==> src/rtl/fetch_pkg.sv <==
// Shared types and constants for the instruction-fetch sequencer.
package fetch_pkg;

  // Sequencer states
  typedef enum logic [1:0] {
    IDLE  = 2'd0,
    WAIT  = 2'd1,
    HOLD  = 2'd2,
    DRAIN = 2'd3
  } fetch_state_e;

  localparam logic [31:0] RESET_VECTOR_DFLT = 32'h8000_0000;
  localparam logic [31:0] INST_STEP         = 32'd4;

  // Instruction addresses are word aligned; low two bits are ignored.
  function automatic logic [31:0] align_word(input logic [31:0] a);
    return {a[31:2], 2'b00};
  endfunction

endpackage

==> src/rtl/fetch_skid.sv <==
// Output slot to decode plus a one-entry hold buffer.
// The hold buffer catches a response that arrives while decode is stalled.
module fetch_skid
  import fetch_pkg::*;
(
  input  logic        clk,
  input  logic        rst,
  input  logic        flush_i,    // redirect: drop slot and hold contents
  input  logic        stall_i,    // decode not consuming this cycle
  input  logic        ld_slot_i,  // load incoming response into the slot
  input  logic        ld_hold_i,  // park incoming response in the hold buffer
  input  logic        mv_hold_i,  // move hold buffer into the slot
  input  logic [31:0] pc_i,
  input  logic [31:0] inst_i,
  output logic        slot_free_o,
  output logic        valid_o,
  output logic [31:0] pc_o,
  output logic [31:0] inst_o
);

  logic        valid_q;
  logic [31:0] pc_q, inst_q;
  logic        hold_valid_q;
  logic [31:0] hold_pc_q, hold_inst_q;

  // Slot can take new data if empty or being consumed this cycle.
  assign slot_free_o = !valid_q || !stall_i;

  // Output slot register: flush beats everything, then fresh load, then refill from hold.
  always_ff @(posedge clk or posedge rst) begin
    if (rst) begin
      valid_q <= 1'b0;
      pc_q    <= '0;
      inst_q  <= '0;
    end else if (flush_i) begin
      valid_q <= 1'b0;
    end else if (ld_slot_i) begin
      valid_q <= 1'b1;
      pc_q    <= pc_i;
      inst_q  <= inst_i;
    end else if (mv_hold_i && hold_valid_q) begin
      valid_q <= 1'b1;
      pc_q    <= hold_pc_q;
      inst_q  <= hold_inst_q;
    end else if (!stall_i) begin
      valid_q <= 1'b0;
    end
  end

  // Hold buffer register: filled when the slot is occupied, emptied into the slot.
  always_ff @(posedge clk or posedge rst) begin
    if (rst) begin
      hold_valid_q <= 1'b0;
      hold_pc_q    <= '0;
      hold_inst_q  <= '0;
    end else if (flush_i) begin
      hold_valid_q <= 1'b0;
    end else if (ld_hold_i) begin
      hold_valid_q <= 1'b1;
      hold_pc_q    <= pc_i;
      hold_inst_q  <= inst_i;
    end else if (mv_hold_i) begin
      hold_valid_q <= 1'b0;
    end
  end

  assign valid_o = valid_q;
  assign pc_o    = pc_q;
  assign inst_o  = inst_q;

endmodule

==> src/rtl/fetch_seq.sv <==
// Instruction-fetch sequencer: owns the fetch PC, runs one I-cache read at a
// time and applies decode redirects, discarding any response they make stale.
module fetch_seq
  import fetch_pkg::*;
#(
  parameter logic [31:0] RESET_VECTOR = RESET_VECTOR_DFLT
) (
  input  logic        clk,
  input  logic        rst,
  input  logic        redirect_valid,
  input  logic [31:0] redirect_addr,
  input  logic        id_stall,
  output logic        ic_req,
  output logic [31:0] ic_addr,
  input  logic        ic_ack,
  input  logic [31:0] ic_rdata,
  output logic        if_valid,
  output logic [31:0] if_pc,
  output logic [31:0] if_inst,
  output logic [31:0] fetch_pc
);

  fetch_state_e state_q, state_d;
  logic [31:0]  pc_q, pc_d;
  logic [31:0]  redir_pc;
  logic         slot_free;
  logic         ld_slot, ld_hold, mv_hold, flush;

  assign redir_pc = align_word(redirect_addr);

  // State and fetch PC registers.
  always_ff @(posedge clk or posedge rst) begin
    if (rst) begin
      state_q <= IDLE;
      pc_q    <= RESET_VECTOR;
    end else begin
      state_q <= state_d;
      pc_q    <= pc_d;
    end
  end

  // Next state, next PC and slot controls; redirect outranks sequential fetch.
  always_comb begin
    state_d = state_q;
    pc_d    = pc_q;
    ld_slot = 1'b0;
    ld_hold = 1'b0;
    mv_hold = 1'b0;
    flush   = 1'b0;
    unique case (state_q)
      IDLE: begin
        state_d = WAIT;
        if (redirect_valid) begin
          pc_d  = redir_pc;
          flush = 1'b1;
        end
      end
      WAIT: begin
        if (redirect_valid) begin
          // A same-cycle ack closes the request; otherwise wait out its ack.
          pc_d    = redir_pc;
          flush   = 1'b1;
          state_d = ic_ack ? WAIT : DRAIN;
        end else if (ic_ack) begin
          pc_d = pc_q + INST_STEP;
          if (slot_free) begin
            ld_slot = 1'b1;
          end else begin
            ld_hold = 1'b1;
            state_d = HOLD;
          end
        end
      end
      HOLD: begin
        if (redirect_valid) begin
          pc_d    = redir_pc;
          flush   = 1'b1;
          state_d = WAIT;
        end else if (slot_free) begin
          mv_hold = 1'b1;
          state_d = WAIT;
        end
      end
      DRAIN: begin
        if (redirect_valid) begin
          pc_d    = redir_pc;
          flush   = 1'b1;
          state_d = ic_ack ? WAIT : DRAIN;
        end else if (ic_ack) begin
          state_d = WAIT;
        end
      end
      default: state_d = IDLE;
    endcase
  end

  assign ic_req   = (state_q == WAIT);
  assign ic_addr  = pc_q;
  assign fetch_pc = pc_q;

  fetch_skid u_skid (
    .clk         (clk),
    .rst         (rst),
    .flush_i     (flush),
    .stall_i     (id_stall),
    .ld_slot_i   (ld_slot),
    .ld_hold_i   (ld_hold),
    .mv_hold_i   (mv_hold),
    .pc_i        (pc_q),
    .inst_i      (ic_rdata),
    .slot_free_o (slot_free),
    .valid_o     (if_valid),
    .pc_o        (if_pc),
    .inst_o      (if_inst)
  );

endmodule

==> config.mk <==
export PLATFORM = sky130hd
export DESIGN_NAME = fetch_seq
export DESIGN_NICKNAME = d
export VERILOG_FILES = /design/src/rtl/fetch_pkg.sv /design/src/rtl/fetch_skid.sv /design/src/rtl/fetch_seq.sv
export SDC_FILE = /design/constraint.sdc
export NUM_CORES = 1
export LEC_CHECK = 0
export CORE_MARGIN = 2
export CORE_UTILIZATION = 44
export CTS_CLUSTER_DIAMETER = 200
export DETAILED_ROUTE_END_ITERATION = 10
export MAX_ROUTING_LAYER = met4
export PLACE_DENSITY = 0.77
export SETUP_SLACK_MARGIN = 0.4
export SLEW_MARGIN = 20
export SYNTH_ARGS = -nofsm -noshare
export SYNTH_HDL_FRONTEND = slang
export SYNTH_SLANG_ARGS = --single-unit
export TNS_END_PERCENT = 20
==> constraint.sdc <==
create_clock -name clk -period 4.82 [get_ports clk]
set_clock_uncertainty 0.2 [all_clocks]
set_input_delay 0.723 -clock clk [delete_from_list [all_inputs] [get_ports clk]]
set_output_delay 0.723 -clock clk [all_outputs]
set_load 0.02 [all_outputs]
### Word-level counts from Yosys, hierarchy flattened

Index checks and enable logic that the tools add are counted.

| storage, ports and cells | value |
|---|---|
| bits in writable memories | 0 |
| bits in registers | 164 |
| input port bits | 69 |
| logic and storage cells | 68 |
| output and inout bits | 130 |
| memories | 0 |
| bits in latches | 0 |
| ROM bits | 0 |

| operators by class | value |
|---|---|
| bitwise gates (word level) | 1 |
| multipliers | 0 |
| magnitude comparators | 0 |
| multiplexer cells | 36 |
| reduce and logical (&&, ||, !) cells | 13 |
| shift-type cells | 0 |
| equality and inequality tests | 9 |
| divide/modulo/power cells | 0 |
| add/sub/neg operators | 1 |

Operator list:

| cell | count |
|---|---|
| 32-bit 2-to-1 mux | 7 |
| 32-bit one-hot mux with 2 select lines | 1 |
| 32-bit by 3-bit adder with 32-bit output, second input constant | 1 |
| 1-bit 2-to-1 mux | 19 |
| 2-bit 2-to-1 mux | 8 |
| 3-bit inequality test, second input constant | 3 |
| 2-bit one-hot mux with 4 select lines | 1 |
| 2-bit AND reduction | 3 |
| 2-bit == test, second input constant | 2 |
| 4-bit by 1-bit inequality test with 1-bit output, second input constant | 1 |
| 4-bit AND reduction | 1 |
| 4-bit OR reduction | 1 |
| 3-bit by 2-bit inequality test with 1-bit output, second input constant | 1 |
| 3-bit nonzero test | 1 |
| 3-bit OR reduction | 1 |
| 2-bit by 1-bit == test with 1-bit output, second input constant | 1 |
| 1-bit zero test | 2 |
| 2-bit zero test | 1 |
| 2-bit by 1-bit inequality test with 1-bit output, second input constant | 1 |
| 2-bit nonzero test | 1 |
| 1-bit logical AND | 1 |
| 1-bit logical OR | 1 |
| 1-bit inverter | 1 |

### Longest topological paths before layout

Gate-level depths: netlist of run 1.

| depth | value |
|---|---|
| depth in word-level cells | 9 |
| mapped depth | 7 |
| depth with buffers taken out | 5 |

### By module

A second synthesis of run 1 with hierarchy kept.

| unflattened totals | value |
|---|---|
| cell total of the unflattened synthesis | 611 |
| area total of the unflattened synthesis | 7910.1 sq um |

By module, submodules not included:

| module | area an instance (sq um) | times used | cells each | sequential area each (sq um) |
|---|---|---|---|---|
| fetch_skid | 5726.7 | 1 | 351 | 3253.1 |
| fetch_seq | 2183.3 | 1 | 260 | 802.0 |

### Worst setup path before layout of run 1

No wires, ideal clock.

| path | value |
|---|---|
| path kind | register to register |
| start | reg pc_q[7], in the netlist fetch_pc[7] |
| end | reg pc_q[28], in the netlist fetch_pc[28] |
| clock period less this slack | 2.375 ns |
| setup slack | 2.445 ns |
| stages on the path, launching flop included | 7 |
| path buffers | 2 |
| data required time | 4.538 ns |
| data arrival time | 2.093 ns |
| setup time | 0.082 ns |
| cell sequence | dfrtp_1 > buf_2 > nand4_2 > or4_1 > buf_2 > or4_1 > a31oi_1 |

| on the way | value |
|---|---|
| word-level cells in the longest chain between the ends | 4 |

RTL lines:

| element | line | text |
|---|---|---|
| from (decl) | fetch_seq.sv:24 | `logic [31:0] pc_q, pc_d;` |
| from (signal assigned) | fetch_seq.sv:38 | `pc_q <= pc_d;` |
| 32-bit by 3-bit adder with 32-bit output | fetch_seq.sv:65 | `pc_d = pc_q + INST_STEP;` |
| 32-bit 2-to-1 mux | fetch_seq.sv:64 | `end else if (ic_ack) begin` |
| 32-bit 2-to-1 mux | fetch_seq.sv:59 | `if (redirect_valid) begin` |
| 32-bit one-hot mux with 2 select lines | fetch_seq.sv:50 | `unique case (state_q)` |

Every way passes these cells. The select of a mux whose other input is x is not followed.
A chain may end at the register's enable or synchronous reset.

### Worst setup path after layout of run 1

| path | value |
|---|---|
| start | in ic_ack |
| end | reg pc_q[17], in the netlist fetch_pc[17] |

| on the way | value |
|---|---|
| word-level cells in the longest chain between the ends | 2 |

RTL lines:

| element | line | text |
|---|---|---|
| from (decl) | fetch_seq.sv:15 | `input logic ic_ack,` |
| 3-bit by 2-bit inequality test with 1-bit output (no line) | n/a |  |
| 2-bit AND reduction (no line) | n/a |  |

Every way passes these cells.

==> results of run 1 <==
==> critical path: cells and delay by family <==
family          cells  cell delay, ps
simple gates        3            1530
buf+inv             1             530
compound gates      1             190
==> synthesized netlist by cell type, types with 11 or more instances <==
library cell	count
o31ai_1	11
nand2_1	148
nor2_1	76
dfrtp_1	157
mux2_2	62
buf_4	36
or4_1	21
o21ai_0	14
buf_2	12
nand3_1	17
clkbuf_1	42
a31oi_1	72
==> where the power goes <==
group          total, mW  internal [mW]  switching [mW]
clock               1.41          0.860           0.548
sequential          1.80           1.60           0.201
combinational       1.00          0.525           0.475
total               4.21           2.99            1.22
==> final timing paths <==
path,from,endpoint,slack [ps],cells after the start
worst max-delay path,ic_ack,fetch_pc[17],1990,5
worst min-delay path,u_skid.hold_pc_q[12],u_skid.hold_pc_q[12],310,1
worst max register to register,fetch_pc[6],fetch_pc[28],2140,4
worst min register to register,u_skid.hold_pc_q[12],u_skid.hold_pc_q[12],310,1
max in group asynchronous,rst,fetch_pc[31],2940,3
min in group asynchronous,rst,u_skid.inst_o[2],580,2
==> layout make-up <==
class / instances / area (um^2)
timing repair buffer: 201 / 1997
tap: 220 / 275.3
fill: 1396 / 6674
clock buffer: 20 / 466.7
multi-input combinational: 495 / 2918
sequential: 158 / 3955
inverter: 5 / 22.52
clock inverter: 12 / 157.7
==> kinds of logic after synthesis <==
| kind of cell | share of synthesized area, % |
|---|---|
| multiplexers | 9.646 |
| other | 0.05108 |
| buffers and inverters | 6.902 |
| AO/OA/AOI/OAI | 9.731 |
| AND/OR/NAND/NOR | 18.44 |
| adder cells (fa/ha/maj) | 0.1704 |
| flip-flops | 53.87 |
| XOR/XNOR | 1.193 |
==> metrics by stage <==
step | hold slack, ps | util (%) | worst slack (ps) | total power [mW] | cell area [um^2]
global route | 317.6 | 59.47 | 1861 | 4.409 | 9792
global placement | 288.7 | 55.68 | 1580 | 2.803 | 9168
finish | 306.7 | 59.47 | 1988 | 4.212 | 9792
CTS | 309.4 | 59.47 | 1999 | 4.254 | 9792
detailed placement | 295.1 | 55.68 | 1538 | 2.832 | 9168
floorplan | 280.6 | - | 1897 | 2.368 | 7365
==> routing by layer <==
| metal | vias to the layer above | global-route usage, % | routed length (um) |
|---|---|---|---|
| met2 | 172 | 34.11 | 8773 |
| li1 | 2835 | - | - |
| met3 | 17 | 3.843 | 974 |
| met1 | 2956 | 28.61 | 8095 |
| met4 | 0 | 6.560 | 232 |
| met5 | - | - | 0 |
==> registers in the layout (all words and copies together) (netlist names) <==
register	count
state_q	2
u_skid.pc_o	30
u_skid.hold_inst_q	32
fetch_pc	30
u_skid.hold_valid_q	1
u_skid.inst_o	32
u_skid.hold_pc_q	30
u_skid.valid_o	1
==> impl_metrics.csv, run 1 <==
group,metric,value,unit
status,status,"completed",
global_routing,grt_max_degree,69,
timing,tightest_slew,905.5,ps
setup_path,startpoint_type,"input port",
setup_path,cpPeakStageDelay,620,ps
synthesis,syn-cell-area,0.007342,mm^2
final_layout,diodes,0,
global_routing,overflow,0,
final_layout,stdcell_count,1111,
timing,finalSetupViolCount,0,
detailed_routing,vias,5980,
global_routing,antenna_found_initial,0,
setup_path,crit_chain,"clkdlybuf4s50_1, and3b_1, nand3_1, or4_1, a31oi_1",
global_routing,grt.total_usage,21.55,%
detailed_routing,wire_per_inst,16.27,um
clock_tree,cts_sinks,158,
power_and_ir_drop,peakVddDrop,0.0002349,V
synthesis,synth_cell_types,39,
synthesis,synth_edf_count,0,
synthesis,synth_top_area_share,53.51,%
detailed_routing,drt_first_pass_iters,5,
floorplanning,fp.dieArea,0.01774,mm^2
synthesis,yosysTopAreaCell,"dfrtp_1",
clock_tree,clock-root-buffer,"clkbuf_16",
final_layout,final_cell_mix,"190 x clkdlybuf4s50_1, 157 x dfrtp_1, 147 x nand2_1",
final_layout,drive_gt1_share,12.68,%
clock_tree,cts_buffer_depth,2,
setup_path,required,4960,ps
synthesis,ys_seq_area_share,53.87,%
floorplanning,start_util,44.59,%
floorplanning,dieWidth,133.2,um
flow_run,maxCapViolCount,0,
floorplanning,die_h,133.2,um
global_routing,grt_pass1_wl,29.66,mm
min_path,hold_class,"flop to flop",
final_layout,final_common_cell,"clkdlybuf4s50_1",
detailed_routing,wl,18.08,mm
detailed_routing,drtIter0Drc,384,
detailed_routing,final_antenna_net_count,0,
detailed_routing,viasPerCell,5.383,
setup_path,endpoint_kind,"flop",
synthesis,avgSynthCellArea,9.882,um^2
floorplanning,rows,47,
setup_path,critPathKind,"input port to flop",
floorplanning,io_pins,199,
clock_tree,cts_setup_buffers,0,
clock_tree,clk_pin_slew,60,ps
timing,drv_slew,0,
timing,grt_setup_unrepaired,"no",
final_layout,area_growth,33.37,%
setup_path,critPathMaxFanout,14,
place,portBuffers,190,
power_and_ir_drop,power_leakage,4.143,nW
timing,hold_viol,0,
place,dp_cells,1079,
synthesis,async_reset_ff_share,100.0,%
timing,timing.final.crit_share,58.76,%
clock_tree,cts_tree,"built",
clock_tree,postCtsHoldBufs,0,
timing,fmax,353.1,MHz
synthesis,ys.flop_type,"dfrtp_1",
timing,fin_crit,2832,ps
timing,relSlewSlack,39.57,%
clock_tree,cts-htree-levels,4,
detailed_routing,drcViolationCount,0,
clock_tree,cts_resized,0,
clock_tree,clk_latency,420,ps
global_routing,grt_pass1_vias,5736,
timing,tns,0,ps
place,gp_congestion,0.7711,
synthesis,netlist_instances,743,
floorplanning,coreArea,0.01647,mm^2
place,hpwlAfterDp,12.06,mm
final_layout,nets,948,
setup_path,critPathSlowestCell,"or4_1",
synthesis,ys_warn_count,0,
setup_path,worstPathArrival,2970,ps
synthesis,ys_ff_latch,158,
synthesis,ys_top_cells_by_area,"dfrtp_1 54%, mux2_2 9.5%, nand2_1 7.6%",
power_and_ir_drop,p_per_area,430.2,mW/mm^2
clock_tree,numCtsBuffers,17,
(Power assumes the default switching activity.)
==> inputs of run 2 (changes only) <==
--- a/config.mk
+++ b/config.mk
@@ -6,11 +6,11 @@
 export NUM_CORES = 1
 export LEC_CHECK = 0
 export CORE_MARGIN = 2
-export CORE_UTILIZATION = 44
+export CORE_UTILIZATION = 49
 export CTS_CLUSTER_DIAMETER = 200
 export DETAILED_ROUTE_END_ITERATION = 10
 export MAX_ROUTING_LAYER = met4
-export PLACE_DENSITY = 0.77
+export PLACE_DENSITY = 0.81
 export SETUP_SLACK_MARGIN = 0.4
 export SLEW_MARGIN = 20
 export SYNTH_ARGS = -nofsm -noshare
==> constraint.sdc (replaced) <==
create_clock -name clk -period 2.7 [get_ports clk]
set_clock_uncertainty 0.2 [all_clocks]
set_input_delay 0.405 -clock clk [delete_from_list [all_inputs] [get_ports clk]]
set_output_delay 0.405 -clock clk [all_outputs]
set_load 0.02 [all_outputs]
==> run 2 against run 1 <==
  * Final cell count shrank 1.4%
  * Clock-buffer cell count grew 6
  * Largest power group unchanged
  * Critical endpoint is now ic_req
  * Setup slack lost 1600 ps
  * Critical path type is now flop to primary output
==> impl_metrics.csv, run 2 (synthesis gave the netlist of run 1 again) <==
group,metric,value,unit
setup_path,r2r_start,"fetch_pc[7]",
global_routing,grt.total_usage,24.48,%
setup_path,crit_chain,"nor2b_1, clkdlybuf4s50_1",
place,portBuffers,190,
global_routing,grt_max_degree,111,
timing,tns,0,ps
place,hpwlAfterDp,12.48,mm
detailed_routing,viasPerCell,5.622,
setup_path,startpoint_type,"flop",
timing,relSlewSlack,58.91,%
floorplanning,die_h,126.4,um
place,gp_congestion,0.8094,
clock_tree,clock-root-buffer,"clkbuf_16",
floorplanning,io_pins,199,
timing,fin_hold_ws,305.0,ps
floorplanning,fp.dieArea,0.01598,mm^2
final_layout,final-seq-area,0.003956,mm^2
setup_path,critPathMaxFanout,7,
timing,tightest_slew,616.4,ps
power_and_ir_drop,power_leakage,4.254,nW
detailed_routing,wire_per_inst,16.92,um
flow_run,maxCapViolCount,0,
timing,finalSetupViolCount,0,
setup_path,critPathBufInv,1,
final_layout,final_common_cell,"clkdlybuf4s50_1",
setup_path,worstPathArrival,1670,ps
clock_tree,cts_tree,"built",
setup_path,critPathSlowestCell,"clkdlybuf4s50_1",
floorplanning,rows,44,
setup_path,regToRegEndpoint,"fetch_pc[26]",
detailed_routing,wl,18.53,mm
timing,hold_viol,0,
global_routing,antenna_found_initial,0,
timing,drv_slew,0,
timing,fmax,440.3,MHz
final_layout,nets,969,
global_routing,grt_pass1_wl,30.59,mm
floorplanning,dieWidth,126.4,um
final_layout,diodes,0,
floorplanning,coreArea,0.01459,mm^2
floorplanning,start_util,50.33,%
global_routing,overflow,0,
clock_tree,cts-htree-levels,4,
timing,timing.final.crit_share,84.12,%
min_path,hold_class,"input port to async pin",
detailed_routing,vias,6156,
setup_path,critPathKind,"flop to primary output",
status,status,"completed",
timing,grt_setup_unrepaired,"yes",
detailed_routing,final_antenna_net_count,0,
clock_tree,numCtsBuffers,17,
setup_path,cpPeakStageDelay,650,ps
global_routing,grt_pass1_vias,6022,
timing,fin_crit,2271,ps
final_layout,final_cell_mix,"190 x clkdlybuf4s50_1, 156 x dfrtp_1, 147 x nand2_1",
final_layout,drive_gt1_share,14.49,%
power_and_ir_drop,p_per_area,749.2,mW/mm^2
power_and_ir_drop,peakVddDrop,0.0004229,V
final_layout,area_growth,35.79,%
final_layout,multi_input_area,0.002922,mm^2
final_layout,fill_cells,1096,
setup_path,ff2ff_path_depth,4,
setup_path,required,2100,ps
setup_path,r2r_slack,460,ps
setup_path,endpoint_kind,"primary output",
detailed_routing,drtIter0Drc,393,
clock_tree,clk_pin_slew,60,ps
clock_tree,clk_latency,410,ps
clock_tree,cts_sinks,158,
detailed_routing,drcViolationCount,0,
clock_tree,cts_setup_buffers,0,
setup_path,crit_family,"buffers and inverters",
clock_tree,cts_buffer_depth,2,
detailed_routing,drt_first_pass_iters,5,
-- run 2: cell types whose count changed in the layout (fill, tap and decap cells not counted), sizes merged --
cell | before | now
buf | 11 | 32
bufinv | 3 | 2
inv | 6 | 4
clkbuf | 20 | 26
clkinv | 7 | 2
clkinvlp | 1 | 2
-- run 2: final cells by class --
class | instances | area share [%]
Multi-Input combinational cell | 495 | 29.30
Clock buffer | 26 | 5.208
Sequential cell | 158 | 39.68
Clock inverter | 5 | 0.7781
Inverter | 5 | 0.2259
Timing Repair Buffer | 222 | 22.49
Tap cell | 184 | 2.309
-- run 2: power by group --
group	switching (mW)	total (mW)	internal [mW]	leakage, nW
clock	0.891	2.39	1.50	0.292
combinational	0.913	1.89	0.977	2.09
sequential	0.319	3.18	2.87	1.87
-- run 2: stage by stage --
step                      cell area, um^2  setup slack [ps]  utilization (%)  instances  total power, mW
after floorplan                      7365             94.95                -        748            4.228
after global placement               9368             230.0            64.21       1064            5.050
after detailed placement             9368             164.6            64.21       1064            5.115
after CTS                            9968             406.7            68.33       1095            7.526
after global routing                 9970             346.8            68.34       1095            7.824
final                                9970             428.7            68.34       1095            7.469
-- run 2: worst reg2reg max path, delay by kind of cell, from the launching register on --
kind             cells  cell delay, ps
flip-flops           1             380
AO/OA/AOI/OAI        1             170
AND/OR/NAND/NOR      3            1420
-- run 2: metal layers --
layer  routed length, um  share of wire (%)  vias up  global-route usage [%]
met5                   0                  0        -                       -
met4                 222                1.2        0                   7.434
met3                1349                7.3       20                   6.031
met2                9168                 49      236                   38.88
met1                7789                 42     3026                   31.31
li1                    -                  -     2874                       -
-- run 2: repair_timing --
item | CTS | global route
resized for setup | 1 | 1
hold buffers | 0 | 0
pin swaps | 0 | 0
endpoints found under the setup margin | 6 | 17
-- run 2: worst max path at each step --
stage | start | to | slack, ps | depth (start not counted)
floorplan | rst | fetch_pc[10] | 90 | 1
global placement | ic_ack | fetch_pc[17] | 230 | 6
detailed placement | ic_ack | u_skid.hold_inst_q[4] | 160 | 5
CTS | fetch_pc[31] | ic_addr[31] | 410 | 1
global route | state_q[0] | ic_req | 350 | 2
finish | state_q[0] | ic_req | 430 | 2
